--- src/rtl/cpu_pkg.sv ---
// ============================================================================
// Module   : cpu_pkg
// Purpose  : Shared widths, fetch FSM state encoding and ISA opcodes for the
//            8-bit processor front end and control unit.
// Revision : 1.0
// ============================================================================
`default_nettype none

package cpu_pkg;

  localparam int PC_WIDTH    = 8;
  localparam int INSTR_WIDTH = 16;
  localparam int IMM_WIDTH   = 6;

  typedef enum logic [1:0] {
    IDLE = 2'd0,
    REQ  = 2'd1,
    HOLD = 2'd2
  } fetch_state_t;

  // Opcode field values, shared with the control unit's decoder
  localparam logic [3:0] OP_ADD  = 4'b0000;
  localparam logic [3:0] OP_ADDI = 4'b0100;
  localparam logic [3:0] OP_LW   = 4'b1011;
  localparam logic [3:0] OP_SW   = 4'b1111;
  localparam logic [3:0] OP_BEQ  = 4'b1000;
  localparam logic [3:0] OP_J    = 4'b0010;

endpackage

`default_nettype wire

--- src/rtl/next_pc_calc.sv ---
// ============================================================================
// Module   : next_pc_calc
// Purpose  : Combinational next-PC selection: absolute jump beats relative
//            branch beats sequential, all arithmetic modulo 2^PC_WIDTH.
// Revision : 1.0
// ============================================================================
`default_nettype none

module next_pc_calc #(
  parameter int PC_WIDTH  = cpu_pkg::PC_WIDTH,
  parameter int IMM_WIDTH = cpu_pkg::IMM_WIDTH
) (
  input  logic [PC_WIDTH-1:0]  pc,
  input  logic                 beq,
  input  logic [IMM_WIDTH-1:0] imm,
  input  logic                 jump,
  input  logic [PC_WIDTH-1:0]  addr,
  output logic [PC_WIDTH-1:0]  next_pc
);

  logic [PC_WIDTH-1:0] w_sext_imm;
  logic [PC_WIDTH-1:0] w_seq_pc;
  logic [PC_WIDTH-1:0] w_branch_pc;

  // Branch offset is relative to the word after the branch
  assign w_sext_imm  = {{(PC_WIDTH-IMM_WIDTH){imm[IMM_WIDTH-1]}}, imm};
  assign w_seq_pc    = pc + {{(PC_WIDTH-1){1'b0}}, 1'b1};
  assign w_branch_pc = w_seq_pc + w_sext_imm;

  always_comb begin
    next_pc = w_seq_pc;
    if (jump) begin
      next_pc = addr;
    end else if (beq) begin
      next_pc = w_branch_pc;
    end
  end

endmodule

`default_nettype wire

--- src/rtl/instruction_fetch_unit.sv ---
// ============================================================================
// Module   : instruction_fetch_unit
// Purpose  : Owns the PC, fetches words over imem req/ack and hands them to
//            the control unit over valid/ready, applying branch/jump on accept.
// Revision : 1.0
// ============================================================================
`default_nettype none

module instruction_fetch_unit #(
  parameter int                PC_WIDTH    = cpu_pkg::PC_WIDTH,
  parameter int                INSTR_WIDTH = cpu_pkg::INSTR_WIDTH,
  parameter logic [PC_WIDTH-1:0] RESET_PC  = '0
) (
  input  logic                          clk,
  input  logic                          rst,
  output logic                          imem_req,
  output logic [PC_WIDTH-1:0]           imem_addr,
  input  logic                          imem_ack,
  input  logic [INSTR_WIDTH-1:0]        imem_rdata,
  output logic [INSTR_WIDTH-1:0]        instruction,
  output logic                          instr_valid,
  input  logic                          instr_ready,
  input  logic                          beq,
  input  logic [cpu_pkg::IMM_WIDTH-1:0] imm,
  input  logic                          jump,
  input  logic [PC_WIDTH-1:0]           addr,
  output logic [PC_WIDTH-1:0]           pc
);

  import cpu_pkg::fetch_state_t;
  import cpu_pkg::IDLE;
  import cpu_pkg::REQ;
  import cpu_pkg::HOLD;

  fetch_state_t            r_state;
  fetch_state_t            w_next_state;
  logic [PC_WIDTH-1:0]     r_pc;
  logic [PC_WIDTH-1:0]     w_next_pc;
  logic [INSTR_WIDTH-1:0]  r_instruction;
  logic                    w_capture;
  logic                    w_accept;

  // Handshakes only count in the state that owns them; stray ack/ready are inert
  assign w_capture = (r_state == REQ)  && imem_ack;
  assign w_accept  = (r_state == HOLD) && instr_ready;

  next_pc_calc #(
    .PC_WIDTH  (PC_WIDTH),
    .IMM_WIDTH (cpu_pkg::IMM_WIDTH)
  ) u_next_pc_calc (
    .pc      (r_pc),
    .beq     (beq),
    .imm     (imm),
    .jump    (jump),
    .addr    (addr),
    .next_pc (w_next_pc)
  );

  always_ff @(posedge clk or posedge rst) begin
    if (rst) begin
      r_state <= IDLE;
    end else begin
      r_state <= w_next_state;
    end
  end

  always_comb begin
    w_next_state = r_state;
    case (r_state)
      IDLE:    w_next_state = REQ;
      REQ:     if (imem_ack)    w_next_state = HOLD;
      HOLD:    if (instr_ready) w_next_state = REQ;
      default: w_next_state = IDLE;
    endcase
  end

  always_comb begin
    imem_req    = 1'b0;
    instr_valid = 1'b0;
    case (r_state)
      REQ:     imem_req    = 1'b1;
      HOLD:    instr_valid = 1'b1;
      default: begin
        imem_req    = 1'b0;
        instr_valid = 1'b0;
      end
    endcase
  end

  // PC advances only on accept, so the next request always targets the new PC
  always_ff @(posedge clk or posedge rst) begin
    if (rst) begin
      r_pc          <= RESET_PC;
      r_instruction <= '0;
    end else begin
      if (w_accept) begin
        r_pc <= w_next_pc;
      end
      if (w_capture) begin
        r_instruction <= imem_rdata;
      end
    end
  end

  assign imem_addr   = r_pc;
  assign pc          = r_pc;
  assign instruction = r_instruction;

endmodule

`default_nettype wire

--- config.mk ---
export PLATFORM = sky130hd
export DESIGN_NAME = instruction_fetch_unit
export DESIGN_NICKNAME = d
export VERILOG_FILES = /design/src/rtl/cpu_pkg.sv /design/src/rtl/next_pc_calc.sv /design/src/rtl/instruction_fetch_unit.sv
export SDC_FILE = /design/constraint.sdc
export NUM_CORES = 1
export LEC_CHECK = 0
export BUFFER_PORTS_ARGS = -buffer_cell sky130_fd_sc_hd__buf_2
export CORE_ASPECT_RATIO = 1.2
export CORE_UTILIZATION = 51
export CTS_CLUSTER_DIAMETER = 150
export CTS_CLUSTER_SIZE = 30
export DETAILED_ROUTE_END_ITERATION = 16
export PLACE_DENSITY = 0.83
export SYNTH_ARGS = -nofsm -noshare
export SYNTH_HDL_FRONTEND = slang
export SYNTH_SLANG_ARGS = --single-unit
--- constraint.sdc ---
create_clock -name clk -period 5.04 [get_ports clk]
set_input_delay 0.252 -clock clk [delete_from_list [all_inputs] [get_ports clk]]
set_output_delay 0.252 -clock clk [all_outputs]
set_load 0.01 [all_outputs]
==> summary.txt, run 1 <==
Setup path
  • Buffers & Inverters on Critical Path: 0
  • Series of cell instances along the critical path: ha_1 > nand2_1 > nor2_1 > xor2_1 > ha_1 > a21o_1 > a221oi_2 > o211ai_2 > xnor2_1 > nor4_1 > a311o_1
  • Reg-to-reg endpoint: imem_addr[7]
  • Start of the worst register-to-register path: imem_addr[0]
  • WP data required: 5.25 ns
  • Arrival time at the worst endpoint: 3.04 ns
  • Family with the most delay on the worst path: compound AO/OA/AOI/OAI gates
  • Max incr delay on CP: 0.48 ns
  • Length in cells of the worst reg-to-reg path: 11
  • Cell with the largest stage delay on the worst path: dfrtp_1
  • Minimum setup slack among reg-to-reg paths: 2.21 ns
  • Cell type with the highest occurrence count on the critical path: ha_1
  • Critical-path maximum fanout: 7
  • Critical Path Start Type: register
  • Worst path depth: 11
  • Critical path start-end classification: reg -> reg
  • Worst Setup End Kind: register

Cells and area
  • Layout overhead on the synthesized area: 22.5%
  • Most common library cell in the layout ignoring fill and taps: buf_2
  • Fraction of layout instances using a drive strength above 1: 0.416
  • Commonest cells after routing, fill and taps aside: buf_2 (69), dfrtp_1 (26), mux2_2 (16)
  • Diode count: 0
  • Final net count: 266
  • Fraction of the core area covered by cells at the end of the flow: 0.652
  • Filler instances: 279

Logic synthesis
  • Main synth FF type: dfrtp_1
  • Number of enable flip-flop cells after synthesis: 0
  • Yosys warning count: 0
  • Net count after synthesis: 205
  • Mean area per synthesized cell: 10.1 sq um
  • Cells after Synth: 159
  • Proportion of synthesized flip-flops having asynchronous set or reset: 1.00
  • Proportion of synthesized chip area in sequential cells: 0.403
  • Netlist cell types: 36
  • Post-synthesis instance area: 1610 sq um
  • Flip-flop and latch count after synthesis: 26

Power and ir drop
  • Leakage Power: 0.998 nW
  • Peak supply drop: 432 uV
  • Power per cell area: 615 nW/um^2

STA
  • Worst Max-Slew Pin Slew: 0.952 ns
  • Headroom to the max-slew limit: 0.364
  • Setup violators final: 0
  • Setup TNS: 0 ns
  • Setup skew after layout: 0.00363 ns
  • Count of endpoints failing hold in the final timing report: 0
  • Post-layout minimum cycle time: 2.83 ns
  • Unrepaired setup endpoints after global routing: no
  • Final Max Tran Viols: 0
  • Min setup slack post-route: 2.21 ns
  • Maximum clock rate: 353 MHz
  • Final critical-path share of the clock period: 0.562

Clock network
  • Post_cts resized: 0
  • Num Clock Sinks: 26
  • CTS Buffer Depth: 2
  • Number of buffers inserted during clock tree synthesis: 3
  • Root Buffer Master: clkbuf_4
  • Hold Buf Count CTS: 0
  • Clock tree from TritonCTS: built
  • Number of buffers added for setup after CTS: 0
  • CTS clk-pin slew, worst paths: 0.14 ns
  • Clock latency at the later pin of the worst-skew pair: 0.31 ns
  • Htree depth: 1

Run
  • Number of maximum-capacitance violations: 0

Route
  • Ratio of routed vias to standard cells: 5.57
  • Mean routed wirelength per cell: 13.5 um
  • DRC violations left: 0
  • Final ANT Viol Nets: 0
  • Total via count in the routed design: 1421
  • Routed WL: 3450 um
  • Initial DRC Count: 40
  • Detailed-router iteration count before antenna repair: 4

Die
  • Area enclosed by the die boundary: 3390 sq um
  • Core Region: 3030 sq um
  • Effective utilization at floorplan: 0.533
  • Die width: 53.3 um
  • Num ports: 70
  • Number of cell rows: 22
  • Die height: 63.6 um

Hold path
  • Worst min path class: in -> async

Global route
  • Total track usage: 0.224
  • First-pass GRT wire length: 5690 um
  • Initial antenna violation count: 0
  • Maximum number of pins on one net before global-route repair: 27
  • Vias in the first global route: 1265
  • Overflow left after global routing: 0

Placement
  • Port bufs: 69
  • Minimum setup slack after placement: 2.26 ns
  • Post-detail-place hpwl: 2680 um
  • GPL Wtd Cong: 0.844

Outcome
  • Result of the run: complete, no violations
==> worst reg2reg max path, delay by kind of cell, from the launching register on <==
family                     cells  cell delay [ns]
DFF                            1             0.48
xor gates and xnor gates       2             0.44
adders and majority gates      2             0.57
AOI/OAI and AO/OA              4             0.95
and+or+nand+nor                3             0.29
==> flip-flops by register name, indices dropped and copies added, names as in the netlist <==
register / cells
imem_addr: 8
instruction: 16
r_state: 2
==> logic make-up (layout without fill, tap and decap cells) <==
| family | after synthesis | after routing | share of synthesized area |
|---|---|---|---|
| xor+xnor | 10 | 10 | 0.0543 |
| compound gates | 39 | 39 | 0.163 |
| flops | 26 | 26 | 0.403 |
| simple gates | 35 | 35 | 0.101 |
| mux | 19 | 19 | 0.130 |
| buf+inv | 20 | 80 | 0.0659 |
| fa+ha+maj | 10 | 10 | 0.0822 |
==> worst max-delay path by stage <==
stage | start | end | slack [ns]
after floorplan | imem_addr[0] | imem_addr[7] | 2.45
after global placement | imem_addr[0] | imem_addr[7] | 2.43
after detailed placement | imem_addr[0] | imem_addr[7] | 2.26
after CTS | imem_addr[0] | imem_addr[7] | 2.23
after global routing | imem_addr[1] | imem_addr[7] | 1.95
final | imem_addr[0] | imem_addr[7] | 2.21
==> per-stage QoR <==
stage	hold WS (ns)	instance area [sq um]	cells	power (W)
after global placement	0.472	1920	251	0.00106
after global routing	0.117	1980	255	0.00132
final	0.125	1980	255	0.00121
after detailed placement	0.478	1920	251	0.00108
after floorplan	0.292	1610	159	0.000889
after CTS	0.133	1980	255	0.00122
==> final cells by class <==
class,count,area (sq um),area share
sequential,26,651,0.329
multi-input combinational,113,856,0.433
tap,36,45.0,0.0228
clock inverter,1,30.0,0.0152
timing repair buffer,69,345,0.175
clock buffer,3,22.5,0.0114
inverter,7,26.3,0.0133
==> power breakdown <==
| group | total (W) | switching, W | internal, W |
|---|---|---|---|
| clock | 0.000140 | 0.0000599 | 0.0000803 |
| combinational | 0.000684 | 0.000357 | 0.000327 |
| sequential | 0.000390 | 0.0000812 | 0.000309 |
| total | 0.00121 | 0.000498 | 0.000716 |
==> synthesized netlist by cell type (2+ instances only) <==
cell type	number	area, sq um
ha_1	9	113
a211oi_1	3	22.5
o21ai_0	10	50.1
mux2i_1	3	30.0
nand2_1	11	41.3
xnor2_1	5	43.8
inv_1	7	26.3
clkbuf_1	4	15.0
xor2_1	5	43.8
nor2b_1	2	12.5
mux2_2	16	180
buf_4	8	60.1
dfrtp_1	26	651
nor2_1	9	33.8
nand3_1	5	25.0
a21oi_1	10	50.1
a21o_1	3	22.5
nand3b_1	2	15.0
nor3_1	3	15.0
o211ai_1	2	15.0
==> per-layer routing <==
layer | track usage | up-vias | routed length, um
met5 | 0 | - | 0
met2 | 0.394 | 44 | 1820
met1 | 0.284 | 687 | 1480
li1 | - | 688 | -
met4 | 0.0362 | 0 | 12
met3 | 0.0338 | 2 | 142
Note: power is estimated with default switching activity, not from simulation.
==> inputs of run 2 (changes only) <==
--- a/config.mk
+++ b/config.mk
@@ -7,11 +7,11 @@
 export LEC_CHECK = 0
 export BUFFER_PORTS_ARGS = -buffer_cell sky130_fd_sc_hd__buf_2
 export CORE_ASPECT_RATIO = 1.2
-export CORE_UTILIZATION = 51
+export CORE_UTILIZATION = 47
 export CTS_CLUSTER_DIAMETER = 150
 export CTS_CLUSTER_SIZE = 30
 export DETAILED_ROUTE_END_ITERATION = 16
-export PLACE_DENSITY = 0.83
+export PLACE_DENSITY = 0.77
 export SYNTH_ARGS = -nofsm -noshare
 export SYNTH_HDL_FRONTEND = slang
 export SYNTH_SLANG_ARGS = --single-unit
==> constraint.sdc (replaced) <==
create_clock -name clk -period 2.9 [get_ports clk]
set_input_delay 0.145 -clock clk [delete_from_list [all_inputs] [get_ports clk]]
set_output_delay 0.145 -clock clk [all_outputs]
set_load 0.01 [all_outputs]
==> run 2 against run 1 <==
  * Register-to-register slack worse by 2.0 ns
  * Sequential share of layout area increased by 0.27 points
  * Critical path depth unchanged
  * Final cell count did not move
  * Worst hold slack worse by 0.10 ns
  * Die area up 8.2%
  * Sequential power up 75%
  * Total power grew 68%
  * Routed wire length shrank 1.2%
  * Count of clock-buffer cells in the layout increased by 1
  * Core utilization fell by 3.4 points
  * Setup slack got worse by 2.0 ns
  * Critical endpoint unchanged
  * Largest cell class unchanged
==> summary.txt, run 2 (synthesis gave the netlist of run 1 again) <==
Setup path
  • Arrival time at the worst endpoint: 2.94 ns (-0.10 ns)
  • Worst Setup End Kind: register
  • Reg-to-reg endpoint: imem_addr[7]
  • Critical-path maximum fanout: 7 (unchanged)
  • Length in cells of the worst reg-to-reg path: 11 (unchanged)
  • Start of the worst register-to-register path: imem_addr[0]
  • Critical path start-end classification: reg -> reg
  • Minimum setup slack among reg-to-reg paths: 0.18 ns (-2.03 ns)
  • Critical Path Start Type: register
  • WP data required: 3.12 ns (-2.13 ns)

Clock network
  • Num Clock Sinks: 26 (unchanged)
  • Root Buffer Master: clkbuf_4
  • Number of buffers added for setup after CTS: 0 (unchanged)
  • Clock tree from TritonCTS: built
  • CTS Buffer Depth: 2 (unchanged)
  • Clock latency at the later pin of the worst-skew pair: 0.32 ns (about the same)
  • CTS clk-pin slew, worst paths: 0.13 ns (about the same)
  • Htree depth: 1 (unchanged)
  • Hold Buf Count CTS: 0 (unchanged)
  • Post_cts resized: 0 (unchanged)
  • Number of buffers inserted during clock tree synthesis: 3 (unchanged)

STA
  • Headroom to the max-slew limit: 0.365 (+0.000626)
  • Setup TNS: 0 ns (unchanged)
  • Count of endpoints failing hold in the final timing report: 0 (unchanged)
  • Final Max Tran Viols: 0 (unchanged)
  • Setup skew after layout: 0.00421 ns (+0.000575 ns)
  • Setup violators final: 0 (unchanged)
  • Post-layout minimum cycle time: 2.72 ns (-0.107 ns)
  • Maximum clock rate: 367 MHz (+3.9%)
  • Final critical-path share of the clock period: 0.939 (+0.377)
  • Worst Max-Slew Pin Slew: 0.951 ns (-0.000939 ns)
  • Unrepaired setup endpoints after global routing: no

Route
  • Mean routed wirelength per cell: 13.4 um (-1.2%)
  • Initial DRC Count: 46 (+15%)
  • Ratio of routed vias to standard cells: 5.46 (-2.0%)
  • Detailed-router iteration count before antenna repair: 4 (unchanged)
  • DRC violations left: 0 (unchanged)
  • Routed WL: 3410 um (-1.2%)
  • Final ANT Viol Nets: 0 (unchanged)
  • Total via count in the routed design: 1393 (-2.0%)

Cells and area
  • Most common library cell in the layout ignoring fill and taps: buf_2
  • Area occupied by multi-input gates: 856 sq um (unchanged)
  • Fraction of layout instances using a drive strength above 1: 0.416 (unchanged)
  • Number of flip-flops in the largest register: 16 (unchanged)
  • Design Area, Final: 1960 sq um (-0.82%)
  • Commonest cells after routing, fill and taps aside: buf_2 (69), dfrtp_1 (26), mux2_2 (16)
  • Diode count: 0 (unchanged)
  • Filler instances: 276 (-1.1%)
  • Final net count: 266 (unchanged)
  • Layout overhead on the synthesized area: 21.5%
  • Area used by sequential logic in the layout: 651 sq um (unchanged)

Die
  • Num ports: 70 (unchanged)
  • Die width: 55.5 um (+4.0%)
  • Die height: 66.2 um (+4.0%)
  • Number of cell rows: 22 (unchanged)
  • Effective utilization at floorplan: 0.509 (-0.0232)
  • Core Region: 3170 sq um (+4.5%)
  • Area enclosed by the die boundary: 3670 sq um (+8.2%)

Global route
  • First-pass GRT wire length: 5620 um (-1.3%)
  • Vias in the first global route: 1242 (-1.8%)
  • Overflow left after global routing: 0 (unchanged)
  • Initial antenna violation count: 0 (unchanged)
  • Maximum number of pins on one net before global-route repair: 27 (unchanged)
  • Total track usage: 0.196 (-0.0274)

Placement
  • GPL Wtd Cong: 0.790 (-6.4%)
  • Port bufs: 69 (unchanged)
  • Post-detail-place hpwl: 2660 um (-0.83%)
  • Total cell area at the placement stage: 1920 sq um (unchanged)

Hold path
  • Worst min path class: in -> async

Run
  • Number of maximum-capacitance violations: 0 (unchanged)

Power and ir drop
  • Power per cell area: 1040 nW/um^2 (+69%)
  • Peak supply drop: 626 uV (+45%)
  • Leakage Power: 0.991 nW (-0.70%)

Outcome
  • Result of the run: complete, no violations
## run 2: cell count changes in the layout (fill, tap and decap cells not counted)
cell and delta:
bufinv_16 -1, clkbuf_8 +1
## run 2: worst max-delay path, stage by stage, from the launching register on
cell	delay [ns]
dfrtp_1	0.45
ha_1	0.23
nand2_1	0.06
nor2_1	0.11
xor2_1	0.19
ha_1	0.33
a21o_1	0.22
a221oi_2	0.28
o211ai_2	0.12
xnor2_1	0.21
nor4_1	0.07
a311o_1	0.33
## run 2: power by group
part,switching [W],internal [W],leakage (nW),total (W)
clock,0.0000993,0.0000768,0.0210,0.000176
sequential,0.000144,0.000537,0.309,0.000681
combinational,0.000611,0.000568,0.661,0.00118
## run 2: layer usage
layer | GRT usage | vias to the layer above | wire length [um]
met5 | 0 | - | 0
met4 | 0.0719 | 0 | 49
met3 | 0.0450 | 6 | 158
met2 | 0.328 | 46 | 1690
met1 | 0.249 | 656 | 1510
li1 | - | 685 | -
## run 2: layout make-up
class	instances	area share
timing repair buffer	69	0.176
clock buffer	4	0.0185
sequential	26	0.332
inverter	7	0.0134
multi-input combinational	113	0.437
tap	36	0.0230
## run 2: worst max-delay path by stage
stage                 startpoint      endpoint  slack, ns  cells after the start
floorplan           imem_addr[0]  imem_addr[7]       0.31                     11
global placement    imem_addr[0]  imem_addr[7]       0.29                     11
detailed placement  imem_addr[0]  imem_addr[7]       0.21                     11
CTS                 imem_addr[0]  imem_addr[7]       0.20                     11
global route        imem_addr[0]  imem_addr[7]      0.008                     11
finish              imem_addr[0]  imem_addr[7]       0.18                     11
## run 2: per-stage QoR
stage          power (W)  setup slack, ns  cells   util  hold slack, ns
6_report         0.00204            0.177    255  0.619          0.0218
5_1_grt          0.00223          0.00842    255  0.619        0.000258
4_1_cts          0.00205            0.201    255  0.619         0.00296
3_5_place_dp     0.00187            0.213    251  0.608           0.375
3_3_place_gp     0.00184            0.290    251  0.608           0.362
2_1_floorplan    0.00154            0.314    159      -           0.185
==> inputs of run 3 (changes only) <==
--- a/config.mk
+++ b/config.mk
@@ -7,11 +7,12 @@
 export LEC_CHECK = 0
 export BUFFER_PORTS_ARGS = -buffer_cell sky130_fd_sc_hd__buf_2
 export CORE_ASPECT_RATIO = 1.2
-export CORE_UTILIZATION = 47
+export CORE_UTILIZATION = 49
+export CTS_BUF_LIST = sky130_fd_sc_hd__clkbuf_4
 export CTS_CLUSTER_DIAMETER = 150
 export CTS_CLUSTER_SIZE = 30
 export DETAILED_ROUTE_END_ITERATION = 16
-export PLACE_DENSITY = 0.77
+export PLACE_DENSITY = 0.86
 export SYNTH_ARGS = -nofsm -noshare
 export SYNTH_HDL_FRONTEND = slang
 export SYNTH_SLANG_ARGS = --single-unit
==> run 3 against run 2 <==
  * The flow now finishes with violations (negative hold slack)
  * Register-to-register slack hardly changed
  * First-iteration DRC count fell by 65%
  * Clock power increased by 44%
  * Fmax is 0.11% higher
  * Core utilization up 2.5 points
  * Final cell count is 1.2% higher
  * Via count is 0.86% higher
  * Count of clock-buffer cells in the layout is 1 lower
  * Sequential share of layout area decreased by 0.60 points
  * Routed wire length grew 4.0%
  * Critical path depth stayed put
  * Setup slack better by 0.0031 ns
==> summary.txt, run 3 (synthesis gave the netlist of run 1 again) <==
Setup path
  • Buffers & Inverters on Critical Path: 0 (unchanged)
  • Max incr delay on CP: 0.46 ns (about the same)
  • Series of cell instances along the critical path: ha_1 > nand2_1 > nor2_1 > xor2_1 > ha_1 > a21o_1 > a221oi_2 > o211ai_2 > xnor2_1 > nor4_1 > a311o_1
  • WP data required: 3.13 ns (about the same)
  • Critical Path Start Type: register
  • Worst Setup End Kind: register
  • Arrival time at the worst endpoint: 2.95 ns (about the same)
  • Critical-path maximum fanout: 7 (unchanged)
  • Family with the most delay on the worst path: compound AO/OA/AOI/OAI gates
  • Cell type with the highest occurrence count on the critical path: ha_1
  • Critical path start-end classification: reg -> reg
  • Cell with the largest stage delay on the worst path: dfrtp_2

Cells and area
  • Diode count: 0 (unchanged)
  • Final net count: 269 (+1.1%)
  • Fraction of layout instances using a drive strength above 1: 0.428 (+0.0124)
  • Number of flip-flops in the largest register: 16 (unchanged)
  • Commonest cells after routing, fill and taps aside: buf_2 (69), dfrtp_1 (24), mux2_2 (16)
  • Area used by sequential logic in the layout: 653 sq um (+0.38%)
  • Number of non-filler instances in the completed layout: 258 (+1.2%)
  • Filler instances: 273 (-1.1%)
  • Most common library cell in the layout ignoring fill and taps: buf_2
  • Layout overhead on the synthesized area: 24.2%
  • Area occupied by multi-input gates: 856 sq um (unchanged)

Global route
  • Overflow left after global routing: 0 (unchanged)
  • Initial antenna violation count: 0 (unchanged)
  • Maximum number of pins on one net before global-route repair: 27 (unchanged)
  • Vias in the first global route: 1274 (+2.6%)
  • First-pass GRT wire length: 5420 um (-3.4%)
  • Total track usage: 0.207 (+0.0107)

STA
  • Setup violators final: 0 (unchanged)
  • Final critical-path share of the clock period: 0.938 (-0.00107)
  • Final Max Tran Viols: 0 (unchanged)
  • Setup skew after layout: 0.00524 ns (+0.00104 ns)
  • Post-layout minimum cycle time: 2.72 ns (-0.00311 ns)
  • Headroom to the max-slew limit: 0.378 (+0.0128)
  • Unrepaired setup endpoints after global routing: no
  • Setup TNS: 0 ns (unchanged)
  • Maximum clock rate: 368 MHz (+0.11%)
  • Count of endpoints failing hold in the final timing report: 26 (+26)
  • Worst Max-Slew Pin Slew: 0.932 ns (-0.0192 ns)
  • Worst Hold Margin: -0.00814 ns (-0.0299 ns)

Clock network
  • CTS clk-pin slew, worst paths: 0.14 ns (about the same)
  • Htree depth: 1 (unchanged)
  • Clock latency at the later pin of the worst-skew pair: 0.33 ns (about the same)
  • Num Clock Sinks: 26 (unchanged)
  • CTS Buffer Depth: 2 (unchanged)
  • Root Buffer Master: clkbuf_4
  • Clock tree from TritonCTS: built
  • Number of buffers inserted during clock tree synthesis: 3 (unchanged)

Placement
  • GPL Wtd Cong: 0.819 (+3.6%)
  • Port bufs: 69 (unchanged)
  • Placed cells: 252 (+0.40%)
  • Post-detail-place hpwl: 2710 um (+1.7%)

Die
  • Num ports: 70 (unchanged)
  • Die height: 64.8 um (-2.0%)
  • Die width: 54.4 um (-2.0%)
  • Area enclosed by the die boundary: 3530 sq um (-4.0%)
  • Core Region: 3110 sq um (-1.7%)
  • Effective utilization at floorplan: 0.519 (+0.00902)
  • Number of cell rows: 22 (unchanged)

Power and ir drop
  • Leakage Power: 1.01 nW (+1.9%)
  • Switch Pwr: 0.000874 W (+2.2%)
  • Part of the power in registers: 0.315 (-0.020)
  • Power per cell area: 1070 nW/um^2 (+2.7%)
  • Internal power: 0.00127 W (+7.0%)
  • Peak supply drop: 671 uV (+7.2%)
  • Overall power: 0.00214 W (+5.0%)
  • Share of total power consumed by net switching: 0.408 (-0.0111)
  • Proportion of power drawn by combinational gates: 0.567 (-0.012)
  • Part of the power in the clock network: 0.118 (+0.032)

Outcome
  • Violations in the final reports: negative hold slack
  • Result of the run: finished, violations left

Route
  • Total via count in the routed design: 1405 (+0.86%)
  • Routed WL: 3550 um (+4.0%)
  • Final ANT Viol Nets: 0 (unchanged)
  • Initial DRC Count: 16 (-65%)
  • Mean routed wirelength per cell: 13.7 um (+2.8%)
  • Ratio of routed vias to standard cells: 5.45 (-0.31%)
  • DRC violations left: 0 (unchanged)
  • Detailed-router iteration count before antenna repair: 4 (unchanged)

Hold path
  • Worst min path class: in -> async

Run
  • Number of maximum-capacitance violations: 0 (unchanged)
[run 3: cell count changes in the layout (fill, tap and decap cells not counted), sizes merged]
cell | before | now
buf | 69 | 71
bufinv | 0 | 1
clkbuf | 4 | 3
dlygate4sd3 | 0 | 1
[run 3: worst paths after layout]
path / start / to / slack [ns] / depth (start not counted)
worst max-delay path: imem_addr[0] / imem_addr[7] / 0.18 / 11
worst min-delay path: rst / instruction[15] / -0.008 / 2
worst max register to register: imem_addr[0] / imem_addr[7] / 0.18 / 11
worst min register to register: r_state[1] / r_state[0] / 0.50 / 1
max in group asynchronous: rst / imem_addr[2] / 2.29 / 2
min in group clk: instr_ready / r_state[1] / 0.03 / 2
[run 3: timing repair]
action | CTS | global route
endpoints found under the hold margin | 0 | 1
gates resized for setup | 0 | 2
setup buffers | 0 | 1
setup endpoints to repair | 0 | 1
hold buffers | 0 | 1
[run 3: area by class of cell]
class	count	area share
repair buffers	72	0.185
well taps	36	0.0225
inverters	7	0.0131
flip-flops and latches	26	0.326
clock buffers	3	0.0112
multi-input cells	113	0.427
clock inverters	1	0.0150
[run 3: layer usage]
layer | track usage | share of wire | vias to the layer above
met5 | 0 | 0 | -
met4 | 0.0641 | 0.018 | 0
met3 | 0.0329 | 0.061 | 7
met2 | 0.338 | 0.51 | 52
met1 | 0.273 | 0.41 | 662
li1 | - | - | 684
[run 3: per-stage QoR]
stage,utilization,instance area (sq um),setup WS [ns]
after floorplan,-,1610,0.314
after global placement,0.621,1930,0.274
after detailed placement,0.621,1930,0.144
after CTS,0.638,1980,0.112
after global routing,0.644,2000,0.0105
final,0.644,2000,0.180
[run 3: power by group through the flow]
stage	registers (W)	clock network (W)	logic, W
after floorplan	0.000753	0	0.000791
after global placement	0.000668	0	0.00117
after detailed placement	0.000681	0	0.00120
after CTS	0.000673	0.000251	0.00120
after global routing	0.000701	0.000273	0.00133
final	0.000674	0.000253	0.00121
